<file path="src/rtl/dbg_pkg.sv">
// Shared definitions for the Debugger Module controllers:
// sequencer state encoding, default bus widths and response error codes.
package dbg_pkg;

    localparam int DBG_DATA_W = 32;
    localparam int DBG_ADDR_W = 5;

    typedef enum logic [2:0] {
        IDLE   = 3'd0,
        HALT   = 3'd1,
        ACCESS = 3'd2,
        RESUME = 3'd3,
        RESP   = 3'd4
    } dbg_state_e;

    typedef enum logic [1:0] {
        ERR_NONE    = 2'd0,
        ERR_BAD_REG = 2'd1,
        ERR_TIMEOUT = 2'd2
    } dbg_err_e;

    function automatic logic dbg_is_err(dbg_err_e code);
        return code != ERR_NONE;
    endfunction

endpackage

</file>
<file path="src/rtl/dbg_timeout_cnt.sv">
// Saturating cycle counter for halt/resume handshakes.
// 'expired' is high on the LIMIT-th enabled cycle after a clear, so a
// waiting state that exits on it lasts exactly LIMIT cycles.
module dbg_timeout_cnt #(
    parameter int LIMIT = 255
) (
    input  logic clk,
    input  logic rst,
    input  logic clr,
    input  logic en,
    output logic expired
);
    localparam int CW = $clog2(LIMIT + 1);

    logic [CW-1:0] cnt_q;

    // Count enabled cycles, hold at LIMIT, restart on clear.
    always_ff @(posedge clk or negedge rst) begin
        if (!rst) begin
            cnt_q <= '0;
        end else if (clr) begin
            cnt_q <= '0;
        end else if (en && (cnt_q != CW'(LIMIT))) begin
            cnt_q <= cnt_q + CW'(1);
        end
    end

    assign expired = (cnt_q >= CW'(LIMIT - 1));

endmodule

</file>
<file path="src/rtl/dbg_access_ctrl.sv">
// Abstract GPR access sequencer: halts the core if needed, performs one
// register-file read or write, restores run state, then responds.
//
// state  | meaning
// IDLE   | ready for a host command
// HALT   | requesting halt, waiting for cpu_halted (bounded)
// ACCESS | single cycle GPR read (data0 load) or write
// RESUME | requesting resume, waiting for cpu_halted low (bounded)
// RESP   | response valid, waiting for host rsp_ready
module dbg_access_ctrl
    import dbg_pkg::*;
#(
    parameter int DATA_W       = DBG_DATA_W,
    parameter int ADDR_W       = DBG_ADDR_W,
    parameter int NUM_REGS     = 32,
    parameter int HALT_TIMEOUT = 255
) (
    input  logic              clk,
    input  logic              rst,
    input  logic              cmd_valid,
    output logic              cmd_ready,
    input  logic              cmd_write,
    input  logic [ADDR_W-1:0] cmd_regno,
    input  logic [DATA_W-1:0] cmd_wdata,
    output logic              rsp_valid,
    input  logic              rsp_ready,
    output logic              rsp_err,
    output logic              cpu_halt_req,
    output logic              cpu_resume_req,
    input  logic              cpu_halted,
    output logic [ADDR_W-1:0] rf_addr,
    output logic              rf_we,
    output logic [DATA_W-1:0] rf_wdata,
    input  logic [DATA_W-1:0] rf_rdata,
    output logic              data0_ld,
    output logic [DATA_W-1:0] data0_in
);
    dbg_state_e        state_q, state_d;
    dbg_err_e          err_q, err_d;
    logic              wr_q;
    logic [ADDR_W-1:0] regno_q;
    logic [DATA_W-1:0] wdata_q;
    logic              was_halted_q;
    logic              accept;
    logic              cnt_clr, cnt_en, cnt_expired;

    assign accept  = (state_q == IDLE) && cmd_valid;
    // Every state entry restarts the wait budget.
    assign cnt_clr = (state_d != state_q);

    dbg_timeout_cnt #(.LIMIT(HALT_TIMEOUT)) u_tmo (
        .clk     (clk),
        .rst     (rst),
        .clr     (cnt_clr),
        .en      (cnt_en),
        .expired (cnt_expired)
    );

    // State, error code and command latches.
    always_ff @(posedge clk or negedge rst) begin
        if (!rst) begin
            state_q      <= IDLE;
            err_q        <= ERR_NONE;
            wr_q         <= 1'b0;
            regno_q      <= '0;
            wdata_q      <= '0;
            was_halted_q <= 1'b0;
        end else begin
            state_q <= state_d;
            err_q   <= err_d;
            if (accept) begin
                wr_q         <= cmd_write;
                regno_q      <= cmd_regno;
                wdata_q      <= cmd_wdata;
                was_halted_q <= cpu_halted;
            end
        end
    end

    // Next-state and output decode.
    always_comb begin
        state_d        = state_q;
        err_d          = err_q;
        cmd_ready      = 1'b0;
        rsp_valid      = 1'b0;
        rsp_err        = 1'b0;
        cpu_halt_req   = 1'b0;
        cpu_resume_req = 1'b0;
        rf_addr        = '0;
        rf_we          = 1'b0;
        rf_wdata       = '0;
        data0_ld       = 1'b0;
        data0_in       = '0;
        cnt_en         = 1'b0;
        case (state_q)
            IDLE: begin
                cmd_ready = 1'b1;
                if (cmd_valid) begin
                    err_d = ERR_NONE;
                    if (int'(cmd_regno) >= NUM_REGS) begin
                        err_d   = ERR_BAD_REG;
                        state_d = RESP;
                    end else if (cpu_halted) begin
                        state_d = ACCESS;
                    end else begin
                        state_d = HALT;
                    end
                end
            end
            HALT: begin
                cpu_halt_req = 1'b1;
                cnt_en       = 1'b1;
                if (cpu_halted) begin
                    state_d = ACCESS;
                end else if (cnt_expired) begin
                    err_d   = ERR_TIMEOUT;
                    state_d = RESP;
                end
            end
            ACCESS: begin
                // Only hold the halt if we were the ones who requested it.
                cpu_halt_req = !was_halted_q;
                rf_addr      = regno_q;
                if (wr_q) begin
                    // x0 is hardwired; the write is dropped but reported as done.
                    rf_we    = (regno_q != '0);
                    rf_wdata = wdata_q;
                end else begin
                    data0_ld = 1'b1;
                    data0_in = (regno_q == '0) ? '0 : rf_rdata;
                end
                state_d = was_halted_q ? RESP : RESUME;
            end
            RESUME: begin
                cpu_resume_req = 1'b1;
                cnt_en         = 1'b1;
                if (!cpu_halted) begin
                    state_d = RESP;
                end else if (cnt_expired) begin
                    err_d   = ERR_TIMEOUT;
                    state_d = RESP;
                end
            end
            RESP: begin
                rsp_valid = 1'b1;
                rsp_err   = dbg_is_err(err_q);
                if (rsp_ready) begin
                    state_d = IDLE;
                end
            end
            default: begin
                state_d = IDLE;
            end
        endcase
    end

endmodule

</file>
<file path="config.mk">
export PLATFORM = sky130hd
export DESIGN_NAME = dbg_access_ctrl
export DESIGN_NICKNAME = d
export VERILOG_FILES = /design/src/rtl/dbg_pkg.sv /design/src/rtl/dbg_timeout_cnt.sv /design/src/rtl/dbg_access_ctrl.sv
export SDC_FILE = /design/constraint.sdc
export NUM_CORES = 1
export LEC_CHECK = 0
export ABC_AREA = 1
export CAP_MARGIN = 20
export CORE_MARGIN = 8
export CORE_UTILIZATION = 43
export CTS_CLUSTER_SIZE = 25
export DETAILED_ROUTE_END_ITERATION = 6
export GPL_ROUTABILITY_DRIVEN = 0
export GPL_TIMING_DRIVEN = 0
export PLACE_DENSITY = 0.95
export SYNTH_ARGS = -nofsm -noshare
export SYNTH_HDL_FRONTEND = slang
export SYNTH_SLANG_ARGS = --single-unit
</file>
<file path="constraint.sdc">
create_clock -name clk -period 3.1 [get_ports clk]
set_input_delay 0.465 -clock clk [delete_from_list [all_inputs] [get_ports clk]]
set_output_delay 0.465 -clock clk [all_outputs]
set_load 0.02 [all_outputs]
</file>
==> summary by stage <==
Final layout
The post-synthesis to final-layout area growth is 60.7%. The finished layout holds 638 standard cells, fillers aside. The post-route netlist has 7.66% of its cells at a drive strength greater than 1. The net count of the finished layout is 637.

With fillers left out, the area of the finished cells amounts to 0.00456 mm^2. The number of antenna diodes in the final layout is 0.

Power
The switching share of power is 45.5%. The clock network burns 11.6% of the power. The power density over cell area is 712 mW/mm^2. In this run the power spent charging and discharging nets is 0.00148 W. The analysis attributes to cell leakage a power of 2.06 nW. The post-route total power is 0.00324 W. IR analysis of the VDD net gives a maximum drop of 0.428 mV. The internal power component is 0.00177 W.

Registers are responsible for 32.6% of the overall power. Per report_power, the combinational group accounts for 55.8% of the total.

Setup path
Data arrives at the worst endpoint at 2460 ps. STA classifies the critical path endpoint as a primary output. The startpoint identified for the worst register-to-register timing path is state_q[0]$_DFF_PN0_. In this run the critical register-to-register path is captured at wdata_q[7]$_DFFE_PN0P_.

The critical path launch point type is a register. Measured in cells, the most critical reg-to-reg path has a length of 7. The required time at the endpoint of the critical path is 2630 ps. The startpoint-to-endpoint class of the critical path is register to primary output. Along the worst path, the maximum fanout reaches 10.

The setup check on the worst reg-to-reg path leaves a slack of 1280 ps.

GRT
The remaining global-route overflow is 0. The via count of the first global-routing pass is 3302. The busiest metal layer after global routing is met2. The overall routing resource usage is 19.8%. Global routing used 5.83% of the available met3 tracks. For this run, global-route usage on met2 was measured as 37.4%. The first global-routing pass estimated 15.8 mm of wire. Entering global routing, the biggest net connects 28 pins. For this run, global-route usage on met1 was measured as 20.4%.

The number of antenna violations at the first check in global routing came to 0.

CTS
The H-tree generated during clock tree synthesis spans 2 levels. The TritonCTS clock tree is built. No sink is reached through more buffers than the 2 on the longest clock path. The clock reaches the later pin of the worst-skew pair after 300 ps. The clock net sink count is 51. The number of setup buffers added after CTS is 0. The clock transition at the registers of the reported paths is 90 ps. Buffers inserted during clock tree synthesis total 5. The clock root buffer is sky130_fd_sc_hd__clkbuf_8.

Placed design
Detailed placement ended at an HPWL of 7.88 mm. The count of port buffers added during placement is 150. After detailed placement, the total cell area comes to 0.00445 mm^2. The placement-stage worst setup slack is 445 ps. The number of cells in the design after placement is 630.

STA
The final worst slack is 172 ps. For the pin with the worst max-slew slack, the measured transition is 586 ps. The count of final hold-check violations is 0.

In this run the tightest slew margin relative to its limit is 60.9%. Setup total negative slack on the finished layout was measured at 0 ps. Setup violations remaining at the end of the flow were counted as 0. The total count of max-transition violations in the final report is 0. The routed design could run at a clock period as short as 2930 ps. For this run, the top clock speed supported by timing is 341 MHz. Setup repair after global routing left no endpoint under its margin. Between clock sinks in the finished design, the worst skew comes to 6.72 ps.

The final period utilization is 94.5%.

Floorplan
In this run the vertical extent of the chip is 97.2 um. The width of the die is 97.2 um. The site row count is 29. For this configuration, the core starts out at a cell density of 44.7%.

151 I/O pins were placed. The floorplan step defined a core boundary enclosing 0.00635 mm^2. The die area is 0.00945 mm^2.

Route
Across all layers, the routed design uses 3124 vias. The first routing iteration left 170 violations. The via density per instance is 4.90. The routed wire length per instance is 15.1 um. The post-detailed-route count of antenna-violating nets is 0. The pre-antenna-repair detailed-routing pass consisted of 5 iterations. The wire length reported by the detailed router is 9.63 mm. The DRC violation count after routing is 0.

Yosys
The cell accounting for the most synthesized area is sky130_fd_sc_hd__dfrtp_1. The synthesized design devotes to its leading area cell type 45.0% of total area. The sequential element share of the synthesized area is 45.0%. By area the synthesized netlist is led by sky130_fd_sc_hd__dfrtp_1 45%, sky130_fd_sc_hd__nand2_1 13%, sky130_fd_sc_hd__nor2_1 11%, sky130_fd_sc_hd__inv_1 7.0%, sky130_fd_sc_hd__o21ai_0 6.5%.

The average cell area after synthesis is 7.06 um^2. After technology mapping, the gate count stands at 402. The number of distinct library cells after synthesis is 24. The count of state elements after synthesis is 51. In this run the cell area of the synthesized design comes to 0.00284 mm^2. The post-synthesis net count is 479. The Yosys step of the flow raised 0 warnings.

Min path
The worst hold-check path type is input port to async pin.

Job
The tool flagged a number of max-cap violations equal to 0.

Outcome
The flow ran to the end, and the final reports show no timing, DRC or antenna violations.
registers in the layout, indices dropped and copies added (netlist names):
name	flops
wr_q	1
wdata_q	32
regno_q	5
state_q	3
u_tmo.cnt_q	8
err_q	1
was_halted_q	1
critical path, stage by stage (launching register included):
cell and delay [ps]:
sky130_fd_sc_hd__dfrtp_1 460, sky130_fd_sc_hd__inv_2 90, sky130_fd_sc_hd__nor2_2 250, sky130_fd_sc_hd__nand3_2 250
sky130_fd_sc_hd__clkbuf_1 280, sky130_fd_sc_hd__nor2_1 180, sky130_fd_sc_hd__clkdlybuf4s50_1 640
placed cells by master, fill, tap and decap left out, types with 4 or more instances in the layout:
cell	netlist	layout
sky130_fd_sc_hd__clkdlybuf4s50_1	0	148
sky130_fd_sc_hd__inv_1	53	53
sky130_fd_sc_hd__nand2_1	101	101
sky130_fd_sc_hd__clkbuf_1	10	11
sky130_fd_sc_hd__o21ai_0	37	37
sky130_fd_sc_hd__buf_2	7	6
sky130_fd_sc_hd__o21ai_1	5	5
sky130_fd_sc_hd__clkbuf_8	0	5
sky130_fd_sc_hd__nand3_1	12	11
sky130_fd_sc_hd__nor2_2	7	6
sky130_fd_sc_hd__xor2_1	4	4
sky130_fd_sc_hd__dfrtp_1	51	51
sky130_fd_sc_hd__inv_2	5	5
sky130_fd_sc_hd__nor3_2	8	9
sky130_fd_sc_hd__nor2_1	85	85
stage by stage:
stage	hold slack, ps	util [%]
3_5_place_dp	486	70.1
4_1_cts	165	71.4
5_1_grt	192	71.8
2_1_floorplan	169	-
6_report	149	71.8
3_3_place_gp	475	69.8
layer usage:
metal | vias to the layer above | wire [um]
li1 | 1532 | -
met1 | 1447 | 3690
met2 | 125 | 5080
met3 | 20 | 647
met4 | 0 | 214
met5 | - | 0
worst max-delay path by stage:
stage	startpoint	to	slack [ps]	cells after the start
floorplan	state_q[0]$_DFF_PN0_	data0_in[22]	1090	6
global placement	rst	wdata_q[25]$_DFFE_PN0P_	100	1
detailed placement	state_q[1]$_DFF_PN0_	rf_wdata[19]	440	6
CTS	state_q[1]$_DFF_PN0_	rf_wdata[19]	90	6
global route	state_q[1]$_DFF_PN0_	data0_in[22]	50	8
finish	state_q[1]$_DFF_PN0_	rf_wdata[19]	170	6
synthesized netlist by cell type:
cell type                  count
sky130_fd_sc_hd__dfrtp_1      51
sky130_fd_sc_hd__inv_2         5
sky130_fd_sc_hd__nand3b_1      2
sky130_fd_sc_hd__nand3_4       1
sky130_fd_sc_hd__o21bai_1      1
sky130_fd_sc_hd__buf_2         7
sky130_fd_sc_hd__nand2_1     101
sky130_fd_sc_hd__nor3_2        8
sky130_fd_sc_hd__o21ai_1       5
sky130_fd_sc_hd__ha_1          2
sky130_fd_sc_hd__clkbuf_1     10
sky130_fd_sc_hd__nor2_1       85
sky130_fd_sc_hd__a21oi_1       3
sky130_fd_sc_hd__nor3_1        1
sky130_fd_sc_hd__nand4_1       2
sky130_fd_sc_hd__nand2_2       1
sky130_fd_sc_hd__nand3_1      12
sky130_fd_sc_hd__nor2_2        7
sky130_fd_sc_hd__nand2_4       1
sky130_fd_sc_hd__nand3_2       2
sky130_fd_sc_hd__xor2_1        4
sky130_fd_sc_hd__o21ai_0      37
sky130_fd_sc_hd__inv_1        53
sky130_fd_sc_hd__o21a_1        1
cell type report:
type	count	area (um^2)
multi-input cells	276	1280
clock inverters	2	12.5
clock buffers	6	72.6
flip-flops and latches	51	1280
well taps	77	96.3
plain buffers	17	77.6
fillers	503	1790
repair buffers	151	1520
inverters	58	218
kinds of logic after synthesis:
logic type               share of synthesized area, %
AO/OA/AOI/OAI                                    8.47
adder cells (fa/ha/maj)                         0.882
AND/OR/NAND/NOR                                  34.2
flip-flops                                       45.0
XOR/XNOR                                         1.23
buffers and inverters                            10.2
timing repair:
item / 4_1_cts / 5_1_grt
endpoints found under the setup margin: 0 / 49
hold buffers: 0 / 0
resized for setup: 0 / 6
power groups by stage:
stage / Sequential [W] / Combinational, W / Clock [W]
floorplan: 0.00103 / 0.00109 / 0
global placement: 0.00105 / 0.00172 / 0
detailed placement: 0.00106 / 0.00180 / 0
CTS: 0.00105 / 0.00181 / 0.000386
global route: 0.00108 / 0.00200 / 0.000405
finish: 0.00106 / 0.00181 / 0.000377
(Power assumes the default switching activity.)
